--- config.mk ---
export PLATFORM = sky130hd
export DESIGN_NAME = mmio_hub_flat
export DESIGN_NICKNAME = d
export VERILOG_FILES = /design/src/rtl/mmio_if.sv /design/src/rtl/mmio_hub.sv /design/src/flat_wrapper.sv
export SDC_FILE = /design/constraint.sdc
export NUM_CORES = 1
export LEC_CHECK = 0
export ABC_AREA = 0
export CAP_MARGIN = 30
export CORE_UTILIZATION = 55
export DETAILED_ROUTE_END_ITERATION = 10
export DONT_BUFFER_PORTS = 1
export GPL_TIMING_DRIVEN = 1
export PLACE_DENSITY = 0.79
export REMOVE_ABC_BUFFERS = 1
export SLEW_MARGIN = 15
export SYNTH_ARGS = -nofsm -noshare
export SYNTH_HDL_FRONTEND = slang
export SYNTH_SLANG_ARGS = --single-unit
--- constraint.sdc ---
create_clock -name clk -period 7.2 [get_ports clk]
set_clock_uncertainty 0.15 [all_clocks]
set_input_delay 1.8 -clock clk [delete_from_list [all_inputs] [get_ports clk]]
set_output_delay 1.8 -clock clk [all_outputs]
set_load 0.02 [all_outputs]
--- src/rtl/mmio_if.sv ---
// CPU-side MMIO bus: single-cycle read/write strobes with registered read data.
interface mmio_if #(
   parameter int DATA_W = 32
);
   logic [31:0]       addr;
   logic              rd_en;
   logic              wr_en;
   logic [DATA_W-1:0] wdata;
   logic [DATA_W-1:0] rdata;

   modport master (output addr, output rd_en, output wr_en, output wdata, input rdata);
   modport slave  (input addr, input rd_en, input wr_en, input wdata, output rdata);
endinterface

--- src/rtl/mmio_hub.sv ---
// MMIO hub: per-channel receive FIFOs, status/overflow/irq-enable registers and
// output registers behind a 256-byte CPU window.
module mmio_hub #(
   parameter int          DATA_W     = 32,
   parameter int          N_IN       = 4,
   parameter int          FIFO_DEPTH = 8,
   parameter int          N_OUT      = 2,
   parameter logic [31:0] ADDR_BASE  = 32'hFFFF_FC00
) (
   input  logic                    clk,
   input  logic                    rst,
   mmio_if.slave                   bus,
   input  logic [N_IN-1:0]         in_valid,
   input  logic [N_IN*DATA_W-1:0]  in_data,
   output logic [N_IN-1:0]         in_ready,
   output logic [N_OUT*DATA_W-1:0] out_data,
   output logic [N_OUT-1:0]        out_strobe,
   output logic                    irq
);
   localparam int PTR_W = $clog2(FIFO_DEPTH);
   localparam int CNT_W = PTR_W + 1;

   logic [DATA_W-1:0] mem [N_IN][FIFO_DEPTH];
   logic [PTR_W-1:0]  head [N_IN];
   logic [PTR_W-1:0]  tail [N_IN];
   logic [CNT_W-1:0]  count [N_IN];
   logic [DATA_W-1:0] out_reg [N_OUT];
   logic [DATA_W-1:0] irq_en;
   logic [N_IN-1:0]   ovf;

   logic [N_IN-1:0]   full, nempty, push, pop, ovf_evt, ovf_clr;
   logic [31:0]       rel;
   logic              hit, rd_hit, wr_hit;
   logic [5:0]        widx;
   logic [DATA_W-1:0] status, rd_val;
   logic              unused_rel_lsb;

   // Offset relative to the window; anything beyond 0xFF wraps to a large value and misses.
   assign rel            = bus.addr - ADDR_BASE;
   assign hit            = (rel[31:8] == 24'h0);
   assign widx           = rel[7:2];
   assign unused_rel_lsb = ^rel[1:0];
   assign rd_hit         = bus.rd_en & hit;
   assign wr_hit         = bus.wr_en & hit;

   always_comb begin
      status  = '0;
      ovf_clr = (wr_hit && widx == 6'h12) ? bus.wdata[N_IN-1:0] : '0;
      for (int i = 0; i < N_IN; i++) begin
         full[i]         = (count[i] == CNT_W'(FIFO_DEPTH));
         nempty[i]       = (count[i] != '0);
         in_ready[i]     = !full[i] && !rst;
         push[i]         = in_valid[i] && in_ready[i];
         pop[i]          = rd_hit && (widx == 6'(i)) && nempty[i];
         ovf_evt[i]      = in_valid[i] && !in_ready[i] && !rst;
         status[i]       = nempty[i];
         status[16 + i]  = full[i];
      end
   end

   always_comb begin
      rd_val = '0;
      if (hit) begin
         for (int i = 0; i < N_IN; i++)
            if (widx == 6'(i) && nempty[i]) rd_val = mem[i][head[i]];
         if (widx == 6'h10) rd_val = status;
         if (widx == 6'h11) rd_val = irq_en;
         if (widx == 6'h12) rd_val = DATA_W'(ovf);
         for (int j = 0; j < N_OUT; j++)
            if (widx == 6'(32 + j)) rd_val = out_reg[j];
      end
   end

   always_comb begin
      out_data = '0;
      for (int j = 0; j < N_OUT; j++) out_data[j*DATA_W +: DATA_W] = out_reg[j];
   end

   // Storage needs no reset: occupancy counters alone define what is valid.
   always_ff @(posedge clk) begin
      for (int i = 0; i < N_IN; i++)
         if (push[i]) mem[i][tail[i]] <= in_data[i*DATA_W +: DATA_W];
   end

   always_ff @(posedge clk) begin
      if (rst) begin
         for (int i = 0; i < N_IN; i++) begin
            head[i]  <= '0;
            tail[i]  <= '0;
            count[i] <= '0;
         end
         for (int j = 0; j < N_OUT; j++) out_reg[j] <= '0;
         irq_en     <= '0;
         ovf        <= '0;
         out_strobe <= '0;
         irq        <= 1'b0;
         bus.rdata  <= '0;
      end else begin
         for (int i = 0; i < N_IN; i++) begin
            if (push[i]) tail[i] <= tail[i] + PTR_W'(1);
            if (pop[i])  head[i] <= head[i] + PTR_W'(1);
            case ({push[i], pop[i]})
               2'b10:   count[i] <= count[i] + CNT_W'(1);
               2'b01:   count[i] <= count[i] - CNT_W'(1);
               default: count[i] <= count[i];
            endcase
         end
         // A fresh overflow beats a same-cycle W1C on the same bit.
         ovf <= (ovf & ~ovf_clr) | ovf_evt;
         if (wr_hit && widx == 6'h11) irq_en <= bus.wdata;
         out_strobe <= '0;
         for (int j = 0; j < N_OUT; j++) begin
            if (wr_hit && widx == 6'(32 + j)) begin
               out_reg[j]    <= bus.wdata;
               out_strobe[j] <= 1'b1;
            end
         end
         if (bus.rd_en) bus.rdata <= rd_val;
         irq <= |(nempty & irq_en[N_IN-1:0]);
      end
   end
endmodule

--- src/flat_wrapper.sv ---
// flat-port wrapper written by rule: the top's interface ports become plain ports
module mmio_hub_flat 
#(
   parameter int          DATA_W     = 32,
   parameter int          N_IN       = 4,
   parameter int          FIFO_DEPTH = 8,
   parameter int          N_OUT      = 2,
   parameter logic [31:0] ADDR_BASE  = 32'hFFFF_FC00
)
  (clk, rst, in_valid, in_data, in_ready, out_data, out_strobe, irq, bus_addr, bus_rd_en, bus_wr_en, bus_wdata, bus_rdata);
  mmio_if #(.DATA_W(DATA_W)) bus_i ();
  input  logic clk;
  input  logic rst;
  input  logic [N_IN-1:0] in_valid;
  input  logic [N_IN*DATA_W-1:0] in_data;
  output logic [N_IN-1:0] in_ready;
  output logic [N_OUT*DATA_W-1:0] out_data;
  output logic [N_OUT-1:0] out_strobe;
  output logic irq;
  input wire logic [$bits(bus_i.addr)-1:0] bus_addr;
  input wire logic [$bits(bus_i.rd_en)-1:0] bus_rd_en;
  input wire logic [$bits(bus_i.wr_en)-1:0] bus_wr_en;
  input wire logic [$bits(bus_i.wdata)-1:0] bus_wdata;
  output wire logic [$bits(bus_i.rdata)-1:0] bus_rdata;
  assign bus_i.addr = bus_addr;
  assign bus_i.rd_en = bus_rd_en;
  assign bus_i.wr_en = bus_wr_en;
  assign bus_i.wdata = bus_wdata;
  assign bus_rdata = bus_i.rdata;
  mmio_hub #(.DATA_W(DATA_W), .N_IN(N_IN), .FIFO_DEPTH(FIFO_DEPTH), .N_OUT(N_OUT), .ADDR_BASE(ADDR_BASE)) u_core (.clk(clk), .rst(rst), .bus(bus_i), .in_valid(in_valid), .in_data(in_data), .in_ready(in_ready), .out_data(out_data), .out_strobe(out_strobe), .irq(irq));
endmodule
# --- Word level (Yosys, flattened, before mapping) ---
# Memories as Yosys holds them, arrays and structs flattened.
# Cells that the tools add are included.
# W data, S select, Z words.
word_totals:
  ff_bits: 71
  mem_bits_rw: 1128
  input_bits: 200
  out_inout_bits: 103
  word_cells: 276
  memories: 5
mem_list:
  columns: ["memory", "words", "word_bits", "read_ports", "rd_clocked_by_memory_dff", "wr", "line", "source"]
  rows:
  - ["u_core.mem", 4, 256, 4, 0, 4, "mmio_hub.sv:23", "logic [DATA_W-1:0] mem [N_IN][FIFO_DEPTH];"]
  - ["u_core.out_reg", 2, 32, 2, 0, 2, "mmio_hub.sv:27", "logic [DATA_W-1:0] out_reg [N_OUT];"]
  - ["u_core.count", 4, 4, 4, 0, 4, "mmio_hub.sv:26", "logic [CNT_W-1:0] count [N_IN];"]
  - ["u_core.head", 4, 3, 4, 0, 4, "mmio_hub.sv:24", "logic [PTR_W-1:0] head [N_IN];"]
  - ["u_core.tail", 4, 3, 4, 0, 4, "mmio_hub.sv:25", "logic [PTR_W-1:0] tail [N_IN];"]
op_classes:
  add_sub_neg: 17
  magnitude_cmp: 12
  n_eq_ne: 20
  mux: 125
  n_bitwise: 36
  reduce_logical: 56
op_table:
  columns: ["cell", "n"]
  rows:
  - ["$mux W256", 4]
  - ["$mux W32", 24]
  - ["$bmux W32 S3", 4]
  - ["$demux W32 S3", 4]
  - ["$mux W1", 68]
  - ["$mux W4", 13]
  - ["$logic_and A1 B1 Y1", 36]
  - ["$ge A4 B4 Y1 const B", 8]
  - ["$not A3 Y4", 8]
  - ["$sub A32 B32 Y32 const B", 1]
  - ["$add A3 B1 Y3 const B", 8]
  - ["$logic_not A24 Y1", 1]
  - ["$mux W3", 8]
  - ["$or A1 B1 Y1", 22]
  - ["$eq A6 B5 Y1 const B", 3]
  - ["$add A4 B1 Y4 const B", 4]
  - ["$eq A4 B4 Y1 const B", 4]
  - ["$lt A4 B1 Y1 const B", 4]
  - ["$reduce_bool A4 Y1", 4]
  - ["$sub A4 B1 Y4 const B", 4]
  - ["$eq A6 B2 Y1 const B", 2]
  - ["$eq A6 B6 Y1 const B", 2]
  - ["$logic_not A1 Y1", 9]
  - ["$and A4 B4 Y4", 2]
  - ["other kinds (9)", 19]

# --- Logic depth before layout (Yosys ltp) ---
# An unclocked memory read counts as a cell.
logic_depth:
  depth_word: 15
  mapped_depth: 14
  mapped_depth_nobuf: 13

# --- Least setup slack after synthesis ---
# OpenSTA, ideal clock, no wires.
synth_path:
  kind: "input -> register"
  start: "input rst"
  end: "memory u_core.mem[2][224] in the netlist's numbering (enable)"
  setup_time_ps: 502
  arrival_time_ps: 5807
  required_time_ps: 6548
  slack_ps: 741
  cell_stages: 4
  path_buffers: 1
  path_cell_list: "clkbuf_1 a21oi_1 nand2_1 nor4_1"
synth_lines:
  columns: ["item", "line", "source"]
  rows:
  - ["from (decl)", "flat_wrapper.sv:13", "input logic rst;"]
  - ["to (decl)", "mmio_hub.sv:23", null]

==> summary.txt <==
Detailed routing
  – Uppermost routed layer: met5
  – Routed vias/inst: 6.52
  – # DRC: 0
  – Wire length per cell after detailed routing: 31.1 um
  – Number of nets with antenna violations after routing: 0
  – Vias: 24900
  – Met2 WL: 56500 um
  – Final wirelength: 119000 um
  – Met1 Wirelength: 42500 um
  – 1st-iter DRT viols: 3167
  – Met3 WL: 15100 um
  – Pre-antenna DRT Iters: 5

STA
  – Fin crit period: 4.89 ns
  – TNS Setup: 0 ns
  – Final setup viols: 0
  – Slew HR: 14.7%
  – Final Cycle Share: 68.0%
  – F_max: 204 MHz
  – WHS: 0.300 ns
  – Final Max Slew Viols: 0
  – Hold Violations, Final: 0
  – Slew @ Worst Pin: 1.28 ns
  – RSZ-0062 raised after global routing: no

Global routing
  – Vias in the first global route: 25000
  – Total grt overflow: 0
  – Total GRT Usage: 27.5%
  – Initial antenna violation count: 9
  – Largest net degree at the start of global routing: 81
  – First-pass GRT wire length: 169000 um

Logic synthesis
  – Synth Cell Area: 47200 sq um
  – #FFs+latches synth: 1199
  – Distinct cells, synth: 64
  – Synth async-reset ratio: 0%
  – Main synth FF type: edfxtp_1
  – Number of synthesized flops with an enable pin: 1128
  – Synth warnings: 0
  – Cells after synthesis: 2509
  – Synth Area per Inst: 18.8 sq um
  – Seq/Total Area, Yosys: 74.8%

Worst setup path
  – Crit path cell chain: nand4b_1 -> nor3_1 -> nand3_1 -> buf_6 -> nor2_1 -> ha_1 -> nor2b_1 -> xor2_1 -> ha_1 -> nor2_1 -> mux2i_1 -> xor2_1 -> nor2_1
  – FF-to-FF path depth: 8
  – Crit path max-delay cell type: nand3_1
  – Critical Path Fanout Max: 8
  – R2R Setup Slk: 3.30 ns
  – Crit path top cell by count: nor2_1
  – Crit-path max cell delay: 0.62 ns
  – Setup crit start kind: input pin
  – Critical path class: input pin to flop
  – Crit. End Element: flop
  – CP required: 7.50 ns
  – Worst endpoint data arrival time: 5.20 ns

Floorplanning
  – Die area: 86900 sq um
  – Site Rows: 107
  – I/O pin count: 303
  – Die X: 295 um
  – Core region area: 85000 sq um
  – Die H: 295 um
  – Starting Density: 55.5%

Clocking
  – Worst skew pair latency: 0.71 ns
  – Clock Sinks: 1199
  – # Post-CTS Setup Buffers: 0
  – H-tree levels: 3
  – CTS max path bufs: 3
  – Number of CTS-inserted buffers: 113
  – CTS Hold Buffers Added: 0
  – Clk root buf: clkbuf_16
  – Clock-pin transition on the worst setup and hold timing paths: 0.06 ns
  – Resize count post-CTS: 0
  – CTS tree: built

Finish
  – Multi-input gate area: 11400 sq um
  – Number of flip-flops in the largest register: 1024
  – Sequential standard cell area: 35300 sq um
  – # fillers: 5682
  – Fraction of layout cells with a size suffix above 1: 21.0%
  – Area growth, synth to finish: 11.4%
  – Fin nets: 2796

Power
  – Pwr per Cell Area: 272 nW/um^2
  – Pleak: 0.0165 uW
  – Worst IR Drop VDD: 0.217 mV

Placed design
  – Post-DP HPWL: 74900 um
  – Port-buffer cells: 0
  – Final Wtd Congestion: 0.905

Hold path
  – Hold depth: 2
  – Worst Hold Class: flop to flop

Job
  – Max_cap viols: 0

Outcome
  – Status: finished, final reports clean
==> kinds of logic (layout without fill, tap and decap cells) <==
family	Yosys count	count (layout)	synth area share [%]
mux	387	387	13.9
simple gates	469	469	4.89
other cells	0	4	0
buf+inv	143	305	1.51
xor+xnor	17	17	0.316
fa+ha+maj	21	21	0.557
compound gates	273	273	4.00
flops	1199	1199	74.8
==> worst paths after layout <==
path / from / to
worst max-delay path: bus_addr[9] / u_core.count[0][6]
worst min-delay path: u_core.irq_en[7] / u_core.irq_en[7]
worst max register to register: u_core.count[0][12] / u_core.mem[3][164]
worst min register to register: u_core.irq_en[7] / u_core.irq_en[7]
==> worst max-delay path: cells and delay by family <==
kind                       cells  cell delay [ns]
and+or+nand+nor                7             1.96
buffers and inverters          1             0.37
muxes                          1             0.20
xor gates and xnor gates       2             0.44
adders and majority gates      2             0.42
==> cell usage in the layout, fill, tap and decap left out, types with 9 or more instances in the layout <==
| cell | n |
|---|---|
| nand2_1 | 165 |
| nand3_1 | 19 |
| o21ai_1 | 14 |
| nand4_1 | 13 |
| mux4_2 | 210 |
| a2111oi_0 | 25 |
| mux2_2 | 46 |
| a21oi_1 | 57 |
| and3_1 | 9 |
| xnor2_1 | 11 |
| and2_1 | 33 |
| bufinv_16 | 12 |
| o221ai_1 | 21 |
| nor3_1 | 24 |
| nor2b_1 | 30 |
| nor3_2 | 19 |
| edfxtp_1 | 1128 |
| ha_1 | 21 |
| clkinv_1 | 22 |
| a211oi_1 | 25 |
| mux2i_1 | 131 |
| nor4_1 | 15 |
| clkbuf_1 | 21 |
| o21ai_0 | 24 |
| o22ai_1 | 35 |
| nand2b_1 | 19 |
| buf_4 | 71 |
| nor2_4 | 9 |
| dfxtp_1 | 71 |
| inv_1 | 16 |
| a221oi_1 | 13 |
| a22oi_1 | 17 |
| nor2_1 | 73 |
| clkbuf_16 | 113 |
| clkinv_2 | 17 |
==> synthesized netlist by cell type (14+ instances only) <==
| cell type | count | area share [%] |
|---|---|---|
| a2111oi_0 | 25 | 0.46 |
| a211oi_1 | 25 | 0.40 |
| a21oi_1 | 57 | 0.60 |
| a22oi_1 | 17 | 0.27 |
| and2_1 | 33 | 0.44 |
| buf_2 | 70 | 0.74 |
| clkbuf_1 | 34 | 0.27 |
| dfxtp_1 | 71 | 3.0 |
| edfxtp_1 | 1128 | 72 |
| ha_1 | 21 | 0.56 |
| inv_1 | 16 | 0.13 |
| mux2_2 | 46 | 1.1 |
| mux2i_1 | 131 | 2.8 |
| mux4_2 | 210 | 10 |
| nand2_1 | 166 | 1.3 |
| nand2b_1 | 19 | 0.25 |
| nand3_1 | 19 | 0.20 |
| nor2_1 | 88 | 0.70 |
| nor2b_1 | 30 | 0.40 |
| nor3_1 | 40 | 0.42 |
| nor4_1 | 19 | 0.25 |
| o21ai_0 | 24 | 0.25 |
| o21ai_1 | 14 | 0.15 |
| o221ai_1 | 21 | 0.39 |
| o22ai_1 | 35 | 0.46 |
==> metrics by stage <==
stage / worst slack, ns / util, % / cells / total power [uW] / cell area, sq um
floorplan: 0.946 / - / 2383 / 8300 / 46500
global placement: 1.74 / 57.3 / 3595 / 8440 / 48700
detailed placement: 1.76 / 57.4 / 3601 / 8460 / 48800
CTS: 2.49 / 61.8 / 3812 / 14400 / 52500
global route: 2.14 / 61.8 / 3817 / 14600 / 52600
finish: 2.31 / 61.8 / 3819 / 14300 / 52600
==> report_power, final <==
part           switching [uW]  internal (uW)
Clock                    2570           3420
Sequential               89.4           7760
Combinational             293            182
==> area by class of cell <==
| type | instances | area share, % |
|---|---|---|
| Sequential cell | 1199 | 67.1 |
| Clock inverter | 70 | 1.45 |
| Timing Repair Buffer | 77 | 1.13 |
| Inverter | 17 | 0.121 |
| Antenna cell | 4 | 0.0190 |
| Clock buffer | 141 | 5.73 |
| Multi-Input combinational cell | 1167 | 21.7 |
| Tap cell | 1144 | 2.72 |
==> per-layer routing <==
metal  GRT usage, %  vias to the layer above
met1           34.4                    12900
met3           10.3                      216
met2           43.2                     1474
li1               -                    10300
met5              0                        -
met4           11.6                        6
Power figures use the tool's default switching activity.
